$ cat src/rtl/cpu_types_pkg.sv
// Shared types for the pipelined MIPS front end: word type, halt encoding,
// fetch FSM states and the IF/ID pipeline record.
package cpu_types_pkg;
  typedef logic [31:0] word_t;

  localparam word_t HALT_INSTR = 32'hFFFF_FFFF;

  typedef enum logic {
    RUN    = 1'b0,
    HALTED = 1'b1
  } fetch_state_t;

  typedef struct packed {
    word_t instr;
    word_t npc;
    logic  valid;
  } ifid_t;
endpackage

$ cat src/rtl/fetch_stage_if.sv
// Instruction-memory request/response bundle between fetch and the cache.
interface fetch_stage_if;
  import cpu_types_pkg::*;

  logic  ihit;
  word_t imemload;
  logic  imemREN;
  word_t imemaddr;

  modport master (output imemREN, imemaddr, input ihit, imemload);
  modport slave  (input imemREN, imemaddr, output ihit, imemload);
endinterface

$ cat src/rtl/fetch_stage_ifid_latch.sv
// IF/ID pipeline register: flush beats load, otherwise the contents hold.
module ifid_latch
  import cpu_types_pkg::*;
(
  input  logic  CLK,
  input  logic  nRST,
  input  logic  load,
  input  logic  flush,
  input  ifid_t d,
  output ifid_t q
);
  ifid_t ifid_q, ifid_d;

  always_comb begin
    ifid_d = ifid_q;
    if (flush)
      ifid_d = '0;
    else if (load)
      ifid_d = d;
  end

  always_ff @(posedge CLK or negedge nRST) begin
    if (!nRST)
      ifid_q <= '0;
    else
      ifid_q <= ifid_d;
  end

  assign q = ifid_q;
endmodule

$ cat src/rtl/fetch_stage.sv
// MIPS instruction-fetch stage: PC, RUN/HALTED fetch FSM and IF/ID register.
// Optional FETCH_PERF_EN adds fetch_count / bubble_count performance counters.
module fetch_stage
  import cpu_types_pkg::*;
#(
  parameter word_t PC_RESET = 32'h0000_0000
) (
  input  logic  CLK,
  input  logic  nRST,
  fetch_stage_if.master imem,
  input  logic  stall,
  input  logic  redirect,
  input  word_t redirect_pc,
  output word_t ifid_instr,
  output word_t ifid_npc,
  output logic  ifid_valid,
  output logic  fetch_halted
`ifdef FETCH_PERF_EN
  ,
  output word_t fetch_count,
  output word_t bubble_count
`endif
);
  fetch_state_t state_q, state_d;
  word_t        pc_q, pc_d;
  word_t        pc_plus4;
  word_t        redirect_tgt;
  logic         running;
  logic         halt_word;
  logic         do_load;
  logic         do_flush;
  ifid_t        ifid_new;
  ifid_t        ifid_cur;

  assign pc_plus4     = pc_q + 32'd4;
  assign redirect_tgt = redirect_pc & ~32'h3;
  assign running      = (state_q == RUN);
  assign halt_word    = (imem.imemload == HALT_INSTR);

  // Redirect wins over everything; a stalled cycle neither loads nor bubbles.
  assign do_load  = !redirect && !stall && running && imem.ihit;
  assign do_flush = redirect || (!stall && running && !imem.ihit);

  assign ifid_new = '{instr: imem.imemload, npc: pc_plus4, valid: 1'b1};

  always_comb begin
    pc_d = pc_q;
    if (redirect)
      pc_d = redirect_tgt;
    else if (do_load && !halt_word)
      pc_d = pc_plus4;
  end

  always_ff @(posedge CLK or negedge nRST) begin
    if (!nRST) begin
      pc_q    <= PC_RESET;
      state_q <= RUN;
    end else begin
      pc_q    <= pc_d;
      state_q <= state_d;
    end
  end

  always_comb begin
    state_d = state_q;
    if (redirect)
      state_d = RUN;
    else if (do_load && halt_word)
      state_d = HALTED;
  end

  always_comb begin
    imem.imemREN  = (state_q == RUN);
    imem.imemaddr = pc_q;
    fetch_halted  = (state_q == HALTED);
  end

  ifid_latch u_ifid (
    .CLK   (CLK),
    .nRST  (nRST),
    .load  (do_load),
    .flush (do_flush),
    .d     (ifid_new),
    .q     (ifid_cur)
  );

  assign ifid_instr = ifid_cur.instr;
  assign ifid_npc   = ifid_cur.npc;
  assign ifid_valid = ifid_cur.valid;

`ifdef FETCH_PERF_EN
  word_t fetch_count_q, fetch_count_d;
  word_t bubble_count_q, bubble_count_d;

  always_comb begin
    fetch_count_d  = fetch_count_q + {31'd0, do_load};
    bubble_count_d = bubble_count_q + {31'd0, do_flush};
  end

  always_ff @(posedge CLK or negedge nRST) begin
    if (!nRST) begin
      fetch_count_q  <= '0;
      bubble_count_q <= '0;
    end else begin
      fetch_count_q  <= fetch_count_d;
      bubble_count_q <= bubble_count_d;
    end
  end

  assign fetch_count  = fetch_count_q;
  assign bubble_count = bubble_count_q;
`endif
endmodule

$ cat src/flat_wrapper.sv
// flat-port wrapper written by rule: the top's interface ports become plain ports
module fetch_stage_flat import cpu_types_pkg::*;
#(
  parameter word_t PC_RESET = 32'h0000_0000
)
  (CLK, nRST, stall, redirect, redirect_pc, ifid_instr, ifid_npc, ifid_valid, fetch_halted, imem_imemREN, imem_imemaddr, imem_ihit, imem_imemload);
  fetch_stage_if imem_i ();
  input  logic CLK;
  input  logic nRST;
  input  logic stall;
  input  logic redirect;
  input  word_t redirect_pc;
  output word_t ifid_instr;
  output word_t ifid_npc;
  output logic ifid_valid;
  output logic fetch_halted;
  output wire logic [$bits(imem_i.imemREN)-1:0] imem_imemREN;
  output wire logic [$bits(imem_i.imemaddr)-1:0] imem_imemaddr;
  input wire logic [$bits(imem_i.ihit)-1:0] imem_ihit;
  input wire logic [$bits(imem_i.imemload)-1:0] imem_imemload;
  assign imem_imemREN = imem_i.imemREN;
  assign imem_imemaddr = imem_i.imemaddr;
  assign imem_i.ihit = imem_ihit;
  assign imem_i.imemload = imem_imemload;
  fetch_stage #(.PC_RESET(PC_RESET)) u_core (.CLK(CLK), .nRST(nRST), .imem(imem_i), .stall(stall), .redirect(redirect), .redirect_pc(redirect_pc), .ifid_instr(ifid_instr), .ifid_npc(ifid_npc), .ifid_valid(ifid_valid), .fetch_halted(fetch_halted));
endmodule
$ cat config.mk
export PLATFORM = sky130hd
export DESIGN_NAME = fetch_stage_flat
export DESIGN_NICKNAME = d
export VERILOG_FILES = /design/src/rtl/cpu_types_pkg.sv /design/src/rtl/fetch_stage_if.sv /design/src/rtl/fetch_stage_ifid_latch.sv /design/src/rtl/fetch_stage.sv /design/src/flat_wrapper.sv
export SDC_FILE = /design/constraint.sdc
export NUM_CORES = 1
export LEC_CHECK = 0
export ABC_AREA = 1
export CAP_MARGIN = 10
export CORE_UTILIZATION = 51
export CTS_BUF_LIST = sky130_fd_sc_hd__clkbuf_4 sky130_fd_sc_hd__clkbuf_8
export DETAILED_ROUTE_END_ITERATION = 8
export PLACE_DENSITY = 0.89
export SLEW_MARGIN = 10
export SYNTH_ARGS = -nofsm -noshare
export SYNTH_HDL_FRONTEND = slang
export SYNTH_SLANG_ARGS = --single-unit
export TNS_END_PERCENT = 10
$ cat constraint.sdc
create_clock -name CLK -period 2.6 [get_ports CLK]
set_clock_uncertainty 0.1 [all_clocks]
set_input_delay 0.52 -clock CLK [delete_from_list [all_inputs] [get_ports CLK]]
set_output_delay 0.52 -clock CLK [all_outputs]
set_load 0.02 [all_outputs]
---- Yosys cells after proc, flatten, opt, wreduce, memory -nomap -nowiden ----
Index checks and enable logic that the tools add are counted.
word-level totals
  RAM bits ................................ 0
  output and inout bits ................... 99
  bits in registers ....................... 98
  latch bits .............................. 0
  logic and storage cells ................. 29
  bits of input ports ..................... 69
  memories ................................ 0
  ROM bits ................................ 0
operators by class
  equal/unequal tests ..................... 1
  reduce and logical (&&, ||, !) cells .... 15
  muxes and demuxes ....................... 6
  add/sub/neg operators ................... 1
  multiply operators ...................... 0
  div/mod/pow operators ................... 0
  bitwise gates (word level) .............. 1
  shift operators ......................... 0
  $lt $le $gt $ge ......................... 0
operators by type and width
  operator                                       number
  2-to-1 mux 65 bit                              2
  2-to-1 mux 32 bit                              2
  adder 32 x 3 -> 32 bit, second input constant  1
  == test 32 bit, second input constant          1
  logical AND 1 bit                              7
  nonzero test 2 bit                             3
  zero test 1 bit                                4
  2-to-1 mux 1 bit                               2
  logical OR 1 bit                               1
  NOT 1 bit                                      1

---- Logic depth before layout (Yosys ltp) ----
Gate-level depths: netlist of run 1.
  word-level depth ........................ 7
  gate-level depth with buffers ........... 10
  mapped depth without buffers ............ 10

---- Cells and area by module ----
A second synthesis of run 1 with hierarchy kept.
unflattened totals
  cell total of the unflattened synthesis .. 674
  area, all modules ....................... 5071.1 um^2
by module, submodules not included
  module       times used  area an instance (um^2)  cells an instance  seq. area each (um^2)
  ifid_latch   1           2590.0                   283                1626.6
  fetch_stage  1           2481.1                   391                775.7

---- Least setup slack after synthesis of run 1 ----
Ideal clock, no wire load.
  path kind ............................... reg2reg
  start point ............................. register u_core.pc_q[3], in the netlist u_core.imem.imemaddr[3]
  end point ............................... register u_core.pc_q[30], in the netlist u_core.imem.imemaddr[30]
  data arrival time ....................... 1.493 ns
  path buffers ............................ 0
  slack ................................... 0.882 ns
  stages on the path, launching flop included .. 11
  library setup time ...................... 0.125 ns
  required time ........................... 2.375 ns
  period minus slack after synthesis ...... 1.718 ns
  path through ............................ dfrtp_1 ha_1 nand2_2 nor2_8 nand2_4 nor2_2 nand2_1 nand2_1 nand2_1 nand2_1 nand3_1
between the ends
  cells in the longest elaborated chain, start to end .. 3
ends and longest elaborated chain
  element                 line               RTL
  from (decl)             fetch_stage.sv:25  word_t pc_q, pc_d;
  from (signal assigned)  fetch_stage.sv:59  pc_q <= pc_d;
  adder 32 x 3 -> 32 bit  fetch_stage.sv:35  assign pc_plus4 = pc_q + 32'd4;
  2-to-1 mux 32 bit       fetch_stage.sv:50  else if (do_load && !halt_word)
  2-to-1 mux 32 bit       fetch_stage.sv:48  if (redirect)
Every way passes these cells. The select of a mux whose other input is x is not followed.
A chain may end at the register's enable or synchronous reset.

---- Final worst setup path of run 1 ----
  start point ............................. input port imem_imemload[22]
  end point ............................... register u_core.pc_q[9], in the netlist u_core.imem.imemaddr[9]
between the ends
  cells in the longest elaborated chain, start to end .. 4
ends and longest elaborated chain
  element                              line                RTL
  from (decl)                          flat_wrapper.sv:20  input wire logic [$bits(imem_i.imemload)-1:0] imem_imemload;
  == test 32 bit                       fetch_stage.sv:38   assign halt_word = (imem.imemload == HALT_INSTR);
  zero test 1 bit                      fetch_stage.sv:50
  logical AND 1 bit                    fetch_stage.sv:50
  nonzero test 2 bit (no source line)  -
Every way passes these cells.

==> impl_metrics.yaml, run 1 <==
run_status:
  status: "finished clean"
yosys:
  yosys.area_share.simple_pct: 33.7
  synthDistinctLibCells: 31
  synth_seq_area_share_pct: 49.0
  ys_async_sr_fraction_pct: 100
  synthCells: 588
  syn-cell-area_sq_um: 4800
  ys.flop_type: "dfrtp_1"
  synth_compound_area_share_pct: 10.1
  synthAdderAreaFrac_pct: 0.261
  synth_top_family_by_area: "simple AND/OR/NAND/NOR gates"
  synth_area_per_cell_sq_um: 8.17
  synth.area.mux_share_pct: 0
  synth_edf_count: 0
  yosys_warnings: 0
  ys_seq_elements: 94
  synth-xor-area-share_pct: 1.59
route:
  drc: 0
  routed_wl_mm: 14.6
  vias: 4725
  drt_iter0_drc: 265
  wire_per_inst_um: 16.9
  drt.antenna.violating_nets: 0
  viasPerCell: 5.48
  drt-pass1-iter-count: 6
grt:
  grt_max_degree: 46
  gr-total-overflow: 0
  grt_pass1_vias: 4690
  antenna_found_initial: 0
  grt_usage_pct: 30.4
  grt_pass1_wl_mm: 23.1
setup_path:
  crit_arrival_ns: 2.38
  r2r_slack_ns: 0.60
  worstReg2RegEnd: "u_core.imem.imemaddr[3]$_DFFE_PN0P_"
  critPathLaunchType: "input port"
  end_kind: "flip-flop"
  rr_startpoint: "u_core.fetch_halted$_DFFE_PN0P_"
  rr_worst_depth: 7
  critical_path.max_fanout: 25
  worstSetupPathType: "in2reg"
  worstPathRequired_ns: 2.75
finish:
  diodes: 0
  final_nets: 817
  area_growth_syn_to_layout_pct: 40.0
  drive_above_1_share_pct: 7.58
sta:
  rsz0062_at_grt: "false"
  relSlewSlack_pct: 37.7
  period_needed_ns: 2.23
  finalCritPeriodShare_pct: 85.8
  finalSetupViolations: 0
  worst_pin_slew_ns: 0.931
  clock.fmax_mhz: 448
  hold_viol: 0
  fin_hold_ws_ns: 0.0370
  maxSlewViolCount: 0
  setup_tns_ns: 0
power:
  total_power_mw: 3.42
  ir_drop_uv: 339
  power.density_nw_per_um2: 508
  leakage_nw: 3.10
flow_run:
  cap_violations: 0
cts:
  cts_setup_buffers: 0
  cts_root_buf: "clkbuf_8"
  cts_buffers: 9
  htree_levels: 3
  path_clk_slew_ns: 0.10
  insertion_delay_ns: 0.37
  cts_buffer_depth: 2
  post_cts_resized: 0
  cts_tree: "yes"
  cts_hold_buf: 0
  clock-sinks: 94
place:
  globalplace.congestion: 0.911
  dp_hpwl_mm: 10.6
  port_buffers: 161
floorplan:
  die_w_um: 99.0
  pin_count: 168
  dieHeight_um: 99.0
  coreArea_sq_um: 9200
  floorplan.initialDensity_pct: 52.2
  floorplan.die_area_sq_um: 9810
  fp-row-count: 35
worst_hold_path:
  hold_path_class: "in2async"
-- synthesized netlist by cell type, drive strengths merged (3+ instances only) --
cell type | number | share of area, %
a22o | 37 | 6.7
a22oi | 4 | 0.63
buf | 21 | 2.5
clkbuf | 7 | 0.55
dfrtp | 94 | 49
inv | 27 | 2.1
nand2 | 218 | 18
nand3 | 69 | 7.5
nand3b | 8 | 1.3
nand4 | 5 | 0.65
nor2 | 61 | 6.3
o21ai | 22 | 2.3
xnor2 | 4 | 0.73
xor2 | 3 | 0.86
-- where the power goes --
| group | switching, mW | internal (mW) | total, mW |
|---|---|---|---|
| combinational | 0.431 | 0.360 | 0.791 |
| sequential | 0.113 | 1.55 | 1.67 |
| clock | 0.591 | 0.370 | 0.961 |
| total | 1.14 | 2.28 | 3.42 |
-- cell usage in the layout, fill, tap and decap left out, types with 3 or more instances in the layout --
cell             count
nand2_1            209
clkdlybuf4s50_1    160
dfrtp_1             94
nand3_1             68
nor2_1              47
a22o_1              37
inv_1               25
o21ai_0             18
buf_4               12
clkbuf_8             9
nand3b_1             8
nor2_2               7
nand2_2              6
nor2_4               5
nand4_1              5
o21ai_1              4
xnor2_1              4
a22oi_1              4
conb_1               4
nand2_4              3
clkinv_4             3
-- final cells by class --
type                    count  area, sq um
multi-input cells         441         2220
fillers                   677         2470
inverters                  28          105
clock buffers               9          124
well taps                 111          139
repair buffers            173         1710
flip-flops and latches     94         2350
clock inverters             7         65.1
-- flip-flops by register name (all words and copies together), names as in the netlist --
| register | flops |
|---|---|
| u_core.fetch_halted | 1 |
| u_core.imem.imemaddr | 30 |
| u_core.u_ifid.q | 63 |
-- worst max path at each step --
stage / startpoint / to / slack [ns] / cells after the start
after CTS: imem_imemload[22] / u_core.imem.imemaddr[9]$_DFFE_PN0P_ / 0.41 / 11
after global placement: imem_imemload[24] / u_core.imem.imemaddr[9]$_DFFE_PN0P_ / 0.13 / 11
after detailed placement: imem_imemload[22] / u_core.imem.imemaddr[2]$_DFFE_PN0P_ / 0.06 / 11
after global routing: imem_imemload[29] / u_core.imem.imemaddr[6]$_DFFE_PN0P_ / 0.19 / 10
final: imem_imemload[22] / u_core.imem.imemaddr[9]$_DFFE_PN0P_ / 0.37 / 11
after floorplan: u_core.imem.imemaddr[3]$_DFFE_PN0P_ / u_core.imem.imemaddr[30]$_DFFE_PN0P_ / 0.88 / 10
-- stage by stage --
stage / instances / instance area [sq um] / worst slack, ns / util (%)
detailed placement: 847 / 6530 / 0.0600 / 71.0
global placement: 847 / 6530 / 0.127 / 71.0
CTS: 863 / 6720 / 0.409 / 73.1
global route: 863 / 6720 / 0.187 / 73.1
floorplan: 591 / 4810 / 0.882 / -
finish: 863 / 6720 / 0.370 / 73.1
-- worst max-delay path, stage by stage --
cell             delay, ns
clkdlybuf4s50_1       0.51
nand2_1               0.06
nor2_1                0.11
nand2_1               0.07
nor2_1                0.21
nand2_2               0.12
nand2_4               0.06
buf_4                 0.30
nand2_2               0.21
nand2_1               0.12
o21ai_0               0.08
-- cell families (layout without fill, tap and decap cells) --
kind of cell	after synthesis	in the layout
buf+inv	56	217
compound gates	66	66
fa+ha+maj	1	1
other cells	1	4
xor+xnor	7	7
simple gates	363	363
flops	94	94
-- layer usage --
layer / track usage (%) / wire length, um / vias up / part of all wire, %
met3: 3.69 / 918 / 33 / 6.3
met4: 13.2 / 405 / 0 / 2.8
li1: - / - / 2239 / -
met2: 52.2 / 7230 / 205 / 50
met1: 38.7 / 6040 / 2248 / 41
met5: 0 / 0 / - / 0
(Power assumes the default switching activity.)
==> inputs of run 2 (changes only) <==
--- a/config.mk
+++ b/config.mk
@@ -6,7 +6,7 @@
 export NUM_CORES = 1
 export LEC_CHECK = 0
 export ABC_AREA = 1
-export CAP_MARGIN = 10
+export CAP_MARGIN = 30
 export CORE_UTILIZATION = 51
 export CTS_BUF_LIST = sky130_fd_sc_hd__clkbuf_4 sky130_fd_sc_hd__clkbuf_8
 export DETAILED_ROUTE_END_ITERATION = 8
==> results of run 2 <==
Final layout, timing and power as in run 1 (identical DEF).
